$ cat src/rtl/div_pkg.sv
// Shared types and constants for the pipelined restoring divider.
// The record widths are fixed here; the top-level N/TAG_W must match DIV_N/DIV_TAG_W.
package div_pkg;

    localparam int DIV_N      = 16;
    localparam int DIV_STAGES = 4;
    localparam int DIV_TAG_W  = 4;

    // One in-flight division as it travels through the iteration stages.
    // quo starts as |A| and is shifted left, so dividend bits leave the top
    // while quotient bits enter at the bottom.
    typedef struct packed {
        logic                 vld;
        logic [DIV_TAG_W-1:0] tag;
        logic                 q_neg;
        logic                 r_neg;
        logic                 div0;
        logic                 ovf;
        logic [DIV_N-1:0]     dvs;
        logic [DIV_N-1:0]     quo;
        logic [DIV_N:0]       rem;
    } div_rec_t;

    // Sign-corrected result as held in the output (and skid) register.
    typedef struct packed {
        logic                 vld;
        logic [DIV_TAG_W-1:0] tag;
        logic                 div0;
        logic                 ovf;
        logic [DIV_N-1:0]     q;
        logic [DIV_N-1:0]     r;
    } div_res_t;

    // Cycles from accept to result, counting the accept cycle.
    function automatic int div_latency(input int stages);
        return stages + 2;
    endfunction

    localparam logic [DIV_N-1:0] DIV0_Q = '1;
    localparam logic [DIV_N-1:0] OVF_Q  = {1'b1, {(DIV_N-1){1'b0}}};
    localparam logic [DIV_N-1:0] OVF_R  = '0;

endpackage

$ cat src/rtl/div_stage.sv
// Combinational block of STEPS restoring division steps on one record.
module div_stage
    import div_pkg::*;
#(
    parameter int STEPS = 4
) (
    input  div_rec_t rec_i,
    output div_rec_t rec_o
);

    // Shift in one dividend bit, trial-subtract the divisor, keep on success.
    always_comb begin
        div_rec_t r;
        r = rec_i;
        for (int s = 0; s < STEPS; s++) begin
            r.rem = {r.rem[DIV_N-1:0], r.quo[DIV_N-1]};
            r.quo = {r.quo[DIV_N-2:0], 1'b0};
            if (r.rem >= {1'b0, r.dvs}) begin
                r.rem    = r.rem - {1'b0, r.dvs};
                r.quo[0] = 1'b1;
            end
        end
        rec_o = r;
    end

endmodule

$ cat src/rtl/div_unit_pipelined_stream.sv
// Fully pipelined signed/unsigned restoring divider with valid/ready streaming.
// Entry register -> STAGES iteration registers -> output register.
// Optional macro DIVU_OUT_SKID_EN adds a one-entry output skid register so that
// in_ready comes straight from a flop and has no path from out_ready.
module div_unit_pipelined_stream
    import div_pkg::*;
#(
    parameter int N      = DIV_N,
    parameter int STAGES = DIV_STAGES,
    parameter int TAG_W  = DIV_TAG_W
) (
    input  logic             clk,
    input  logic             rst,
    input  logic             in_valid,
    output logic             in_ready,
    input  logic             in_signed,
    input  logic [N-1:0]     A_in,
    input  logic [N-1:0]     B_in,
    input  logic [TAG_W-1:0] in_tag,
    output logic             out_valid,
    input  logic             out_ready,
    output logic [N-1:0]     Q_out,
    output logic [N-1:0]     R_out,
    output logic             error_div0,
    output logic             overflow,
    output logic [TAG_W-1:0] out_tag
);

    localparam int STEPS = N / STAGES;

    function automatic logic [DIV_N-1:0] apply_sign(input logic [DIV_N-1:0] mag, input logic neg);
        return neg ? -mag : mag;
    endfunction

    div_rec_t entry_d;
    div_rec_t stage_d   [STAGES+1];
    div_rec_t stage_q   [STAGES+1];
    div_rec_t stage_out [STAGES];
    div_res_t out_d, out_q, res;
    logic     en;
    logic     unused_bits;

    // Entry: take magnitudes, record result signs and special-case flags.
    always_comb begin
        logic neg_a, neg_b;
        neg_a         = in_signed & A_in[N-1];
        neg_b         = in_signed & B_in[N-1];
        entry_d       = '0;
        entry_d.vld   = in_valid & in_ready;
        entry_d.tag   = in_tag;
        entry_d.q_neg = neg_a ^ neg_b;
        entry_d.r_neg = neg_a;
        entry_d.div0  = (B_in == '0);
        entry_d.ovf   = in_signed && (A_in == OVF_Q) && (B_in == '1);
        entry_d.dvs   = apply_sign(B_in, neg_b);
        entry_d.quo   = apply_sign(A_in, neg_a);
        entry_d.rem   = '0;
    end

    for (genvar g = 0; g < STAGES; g++) begin : g_stage
        div_stage #(.STEPS(STEPS)) u_stage (
            .rec_i (stage_q[g]),
            .rec_o (stage_out[g])
        );
    end

    // Next value of the entry register and of each iteration register.
    always_comb begin
        stage_d[0] = entry_d;
        for (int i = 1; i <= STAGES; i++) begin
            stage_d[i] = stage_out[i-1];
        end
    end

    // Entry and iteration registers; the whole pipe freezes when not enabled.
    always_ff @(posedge clk or negedge rst) begin
        if (!rst) begin
            stage_q <= '{default: '0};
        end else if (en) begin
            stage_q <= stage_d;
        end
    end

    // Output stage: sign correction, then div0/overflow overrides.
    always_comb begin
        div_rec_t s;
        s         = stage_q[STAGES];
        out_d.vld  = s.vld;
        out_d.tag  = s.tag;
        out_d.div0 = s.div0;
        out_d.ovf  = s.ovf;
        out_d.q    = apply_sign(s.quo, s.q_neg);
        out_d.r    = apply_sign(s.rem[DIV_N-1:0], s.r_neg);
        if (s.div0) begin
            out_d.q = DIV0_Q;
        end
        if (s.ovf) begin
            out_d.q = OVF_Q;
            out_d.r = OVF_R;
        end
    end

    assign unused_bits = ^{stage_q[STAGES].dvs, stage_q[STAGES].rem[DIV_N]};

    // Output register, cleared on reset so the result ports read zero.
    always_ff @(posedge clk or negedge rst) begin
        if (!rst) begin
            out_q <= '0;
        end else if (en) begin
            out_q <= out_d;
        end
    end

`ifdef DIVU_OUT_SKID_EN
    div_res_t skid_d, skid_q;
    logic     skid_full_d, skid_full_q;
    logic     in_ready_d, in_ready_q;

    // Skid parks the output-register result when the consumer refuses it.
    always_comb begin
        skid_full_d = skid_full_q ? !out_ready : (out_q.vld && !out_ready);
        skid_d      = skid_full_q ? skid_q : out_q;
        in_ready_d  = !skid_full_d;
    end

    // Skid register and registered in_ready (low through reset).
    always_ff @(posedge clk or negedge rst) begin
        if (!rst) begin
            skid_q      <= '0;
            skid_full_q <= 1'b0;
            in_ready_q  <= 1'b0;
        end else begin
            skid_q      <= skid_d;
            skid_full_q <= skid_full_d;
            in_ready_q  <= in_ready_d;
        end
    end

    assign en       = !skid_full_q;
    assign in_ready = in_ready_q;
    assign res      = skid_full_q ? skid_q : out_q;
`else
    logic alive_d, alive_q;

    // alive keeps in_ready low until the first edge after reset release.
    always_comb begin
        alive_d = 1'b1;
    end

    // Reset-release tracker.
    always_ff @(posedge clk or negedge rst) begin
        if (!rst) begin
            alive_q <= 1'b0;
        end else begin
            alive_q <= alive_d;
        end
    end

    assign en       = !(out_q.vld && !out_ready);
    assign in_ready = alive_q && en;
    assign res      = out_q;
`endif

    assign out_valid  = res.vld;
    assign out_tag    = res.tag;
    assign Q_out      = res.q;
    assign R_out      = res.r;
    assign error_div0 = res.div0;
    assign overflow   = res.ovf;

endmodule

$ cat config.mk
export PLATFORM = sky130hd
export DESIGN_NAME = div_unit_pipelined_stream
export DESIGN_NICKNAME = d
export VERILOG_FILES = /design/src/rtl/div_pkg.sv /design/src/rtl/div_stage.sv /design/src/rtl/div_unit_pipelined_stream.sv
export SDC_FILE = /design/constraint.sdc
export NUM_CORES = 1
export LEC_CHECK = 0
export ABC_AREA = 1
export CORE_MARGIN = 1.5
export CORE_UTILIZATION = 45
export CTS_CLUSTER_SIZE = 30
export DETAILED_ROUTE_END_ITERATION = 8
export PLACE_DENSITY = 0.65
export SKIP_CTS_REPAIR_TIMING = 1
export SYNTH_ARGS = -nofsm -noshare
export SYNTH_HDL_FRONTEND = slang
export SYNTH_SLANG_ARGS = --single-unit
$ cat constraint.sdc
create_clock -name clk -period 9.37 [get_ports clk]
set_input_delay 0.937 -clock clk [delete_from_list [all_inputs] [get_ports clk]]
set_output_delay 0.937 -clock clk [all_outputs]
set_load 0.02 [all_outputs]
==> Implementation_results.wiki <==
{| class="wikitable"
! Metric !! Value
|-
| Run status || finished, final reports clean
|-
| Crit Path Category || flip-flop to flip-flop
|-
| Type of the most critical hold path || primary input to asynchronous set/reset pin
|-
| Number of levels in the clock H-tree || 2
|-
| Number of antenna-violating nets in the routed design || 0
|-
| Routed WL per cell || 16.1 um
|-
| Async set-reset flop share out of synthesis || 1.00
|-
| Antenna violations before repair || 1
|-
| Post-Synth Simple-Gate Area || 0.302
|-
| Max Root-Sink Buffers || 3
|-
| Grt total ovfl || 0
|-
| Final design area excluding fillers || 29300 sq um
|-
| Netlist cell types || 60
|-
| Post-synthesis net count || 4159
|-
| Area share of the leading cell type in the synthesized netlist || 0.277
|-
| Number of buffer cells added on primary ports || 80
|-
| Area occupied by multi-input gates || 17200 sq um
|-
| MaxCap Viol Count || 0
|-
| Minimum setup slack among reg-to-reg paths || 0.73 ns
|-
| Unrepaired setup endpoints after global routing || true
|-
| Most common library cell in the layout ignoring fill and taps || sky130_fd_sc_hd__nand2_1
|-
| Cell type with the highest occurrence count on the critical path || sky130_fd_sc_hd__nand2_1
|-
| Total GRT Usage || 0.252
|-
| Endpoint of the worst setup timing path || stage_q[118]$_DFFE_PN0N_
|-
| Maximum number of pins on one net before global-route repair || 233
|-
| Count of final setup violators || 0
|-
| Peak fanout along the critical path || 28
|-
| Crit-path slowest cell || sky130_fd_sc_hd__ha_2
|-
| Gate count of the mapped netlist || 3856
|-
| Top-level I/O count || 81
|-
| Data arrival time of the critical path || 9.11 ns
|-
| Worst slew slack as a fraction of its limit || 0.311
|-
| DR iter-0 viols || 1824
|-
| Post-DR vias/cell || 5.35
|-
| Setup WS post-layout || 0.731 ns
|-
| Proportion of synthesized chip area in sequential cells || 0.277
|-
| Number of storage elements in the synthesis netlist || 293
|-
| Worst reg2reg startpoint || stage_q[210]$_DFFE_PN0N_
|-
| Synth warn || 0
|-
| Number of endpoints with negative hold slack in the final report || 0
|-
| Post-route insts no fill || 4703
|-
| Total number of vias || 25200
|-
| Commonest cells after routing, fill and taps aside || 1167 x sky130_fd_sc_hd__nand2_1, 393 x sky130_fd_sc_hd__inv_1, 326 x sky130_fd_sc_hd__o21ai_0
|-
| Inserted Clock Buffers || 34
|-
| Worst setup skew after layout || 0.0256 ns
|-
| Total iterations of the first detailed-routing run || 5
|-
| P&R area growth vs syn || 10.7%
|-
| Gpl congestion || 0.956
|-
| Clock-pin slew on the worst setup and hold paths || 0.06 ns
|-
| Number of enable flip-flop cells after synthesis || 0
|-
| Fill count || 6014
|-
| Area of the placeable core || 57900 sq um
|-
| Post-layout util || 0.506
|-
| Slew at the pin closest to its max-slew limit || 1.03 ns
|-
| Max incr delay on CP || 0.50 ns
|-
| Clock insertion delay at the later pin of the skew report || 0.55 ns
|-
| Share of cells above drive strength 1 || 0.0556
|-
| TritonCTS clock tree || yes
|-
| Kind of end point of the critical path || flip-flop
|-
| Clock root cell || sky130_fd_sc_hd__clkbuf_16
|-
| Global-route wire length before repair || 123000 um
|-
| Register Area || 7330 sq um
|-
| Final routed DRC violation total || 0
|-
| Cell row count || 88
|-
| Placed insts || 4630
|-
| Initial standard-cell utilization of the core || 0.457
|-
| Multiplexer area fraction after synthesis || 0
|-
| Area share of fa/ha/maj cells after synthesis || 0.128
|-
| Highest clock rate || 0.116 GHz
|-
| Setup crit start || stage_q[210]$_DFFE_PN0N_
|-
| Count of inserted antenna diode cells || 0
|-
| Pre-CTS setup slack || 0.265 ns
|-
| Post-synthesis area per instance || 6.86 sq um
|-
| Category of the worst setup path launch point || flip-flop
|-
| Required time of the critical path || 9.84 ns
|-
| Depth of the worst register-to-register path || 44
|-
| Half-perimeter wire length after placement || 59100 um
|-
| Largest family of logic cells by synthesized area || simple AND/OR/NAND/NOR gates
|-
| Cell accounting for the most synthesized area || sky130_fd_sc_hd__dfrtp_1
|-
| Full die area || 60300 sq um
|-
| Slew Limit Fails || 0
|-
| Most common flop cell mapped by yosys || sky130_fd_sc_hd__dfrtp_1
|-
| Min Tclk post-route || 8.64 ns
|-
| Compound-gate portion of the synthesized area || 0.148
|-
| Chip height || 246 um
|-
| Number of global-route vias before repair || 23700
|-
| Terminus of the critical flop-to-flop path || stage_q[118]$_DFFE_PN0N_
|-
| Net count, final || 4215
|-
| Ranking of synthesized cells by area || sky130_fd_sc_hd__dfrtp_1 28%, sky130_fd_sc_hd__nand2_1 17%, sky130_fd_sc_hd__ha_1 12%, sky130_fd_sc_hd__o21ai_0 6.2%, sky130_fd_sc_hd__inv_1 5.6%
|-
| Crit share post-route || 0.922
|-
| Area share of xor/xnor cells in the synthesized design || 0.0685
|-
| Horizontal die dimension || 246 um
|-
| Post-Route WL || 75900 um
|-
| Area post-placement || 28000 sq um
|-
| Post-synthesis instance area || 26500 sq um
|-
| Total number of clock tree sinks || 293
|}
## per-stage QoR
stage	setup TNS (ns)	hold WS [ns]
floorplan	0	0.420
global placement	0	0.427
detailed placement	0	0.440
CTS	0	0.448
global route	-0.447	0.481
finish	0	0.425
## cell type report
| cell class | instances | area share |
|---|---|---|
| clock inverter | 13 | 0.00487 |
| timing repair buffer | 124 | 0.0396 |
| sequential | 293 | 0.250 |
| multi-input combinational | 3048 | 0.586 |
| tap | 765 | 0.0327 |
| clock buffer | 49 | 0.0334 |
| inverter | 411 | 0.0532 |
## logic make-up after synthesis
logic type / count (synthesis)
other: 1
and+or+nand+nor: 1851
DFF: 293
buffers and inverters: 516
adders and majority gates: 262
xor gates and xnor gates: 207
AOI/OAI and AO/OA: 726
## state kept, by name, indices dropped and copies added (netlist names)
name        cells
Q_out          16
R_out          16
alive_q         1
error_div0      1
out_d           7
out_tag         4
out_valid       1
overflow        1
stage_q       246
## synth_stat cells, types with 7 or more instances
library cell,instances
sky130_fd_sc_hd__nand2_1,1168
sky130_fd_sc_hd__inv_1,394
sky130_fd_sc_hd__o21ai_0,329
sky130_fd_sc_hd__dfrtp_1,293
sky130_fd_sc_hd__nand3_1,273
sky130_fd_sc_hd__a21oi_1,255
sky130_fd_sc_hd__ha_1,247
sky130_fd_sc_hd__nor2_1,210
sky130_fd_sc_hd__xnor2_1,105
sky130_fd_sc_hd__xor2_1,102
sky130_fd_sc_hd__clkbuf_1,65
sky130_fd_sc_hd__nor3_1,36
sky130_fd_sc_hd__nand4_1,35
sky130_fd_sc_hd__o21ai_1,33
sky130_fd_sc_hd__nand2_2,29
sky130_fd_sc_hd__a31oi_1,22
sky130_fd_sc_hd__buf_2,20
sky130_fd_sc_hd__nand3b_1,19
sky130_fd_sc_hd__or2_2,17
sky130_fd_sc_hd__fa_1,15
sky130_fd_sc_hd__nand3_2,15
sky130_fd_sc_hd__o21bai_1,15
sky130_fd_sc_hd__a21boi_0,14
sky130_fd_sc_hd__inv_2,14
sky130_fd_sc_hd__o211ai_1,10
sky130_fd_sc_hd__a21o_1,9
sky130_fd_sc_hd__nor4_1,9
sky130_fd_sc_hd__buf_1,8
sky130_fd_sc_hd__buf_4,8
sky130_fd_sc_hd__nor2_2,7
## metal layers
metal  part of all wire  track usage  vias to the layer above
li1                   -            -                    12900
met2               0.46        0.411                      523
met4              0.020       0.0594                        0
met3              0.042       0.0255                      100
met5                  0            0                        -
met1               0.48        0.358                    11700
## how the worst min path moves through the flow
| stage | slack, ns | end | startpoint | depth (start not counted) |
|---|---|---|---|---|
| 6_report | 0.43 | stage_q[104]$_DFFE_PN0N_ | rst | 1 |
| 2_1_floorplan | 0.42 | out_valid$_DFFE_PN0N_ | out_d[38]$_DFFE_PN0N_ | 2 |
| 4_1_cts | 0.45 | stage_q[117]$_DFFE_PN0N_ | rst | 1 |
| 5_1_grt | 0.48 | out_valid$_DFFE_PN0N_ | out_d[38]$_DFFE_PN0N_ | 2 |
| 3_3_place_gp | 0.43 | out_valid$_DFFE_PN0N_ | out_d[38]$_DFFE_PN0N_ | 2 |
| 3_5_place_dp | 0.44 | out_valid$_DFFE_PN0N_ | out_d[38]$_DFFE_PN0N_ | 2 |
## critical path, delay by kind of cell (launching register included)
family / cells / cell delay [ns]
AND/OR/NAND/NOR: 24 / 3.16
AO/OA/AOI/OAI: 12 / 2.87
adder cells (fa/ha/maj): 4 / 1.53
buffers and inverters: 4 / 0.66
flip-flops: 1 / 0.35
Power is left out: the tool's default activity adds up to more than one toggle a clock period on the data nets, which glitch-free logic cannot reach.
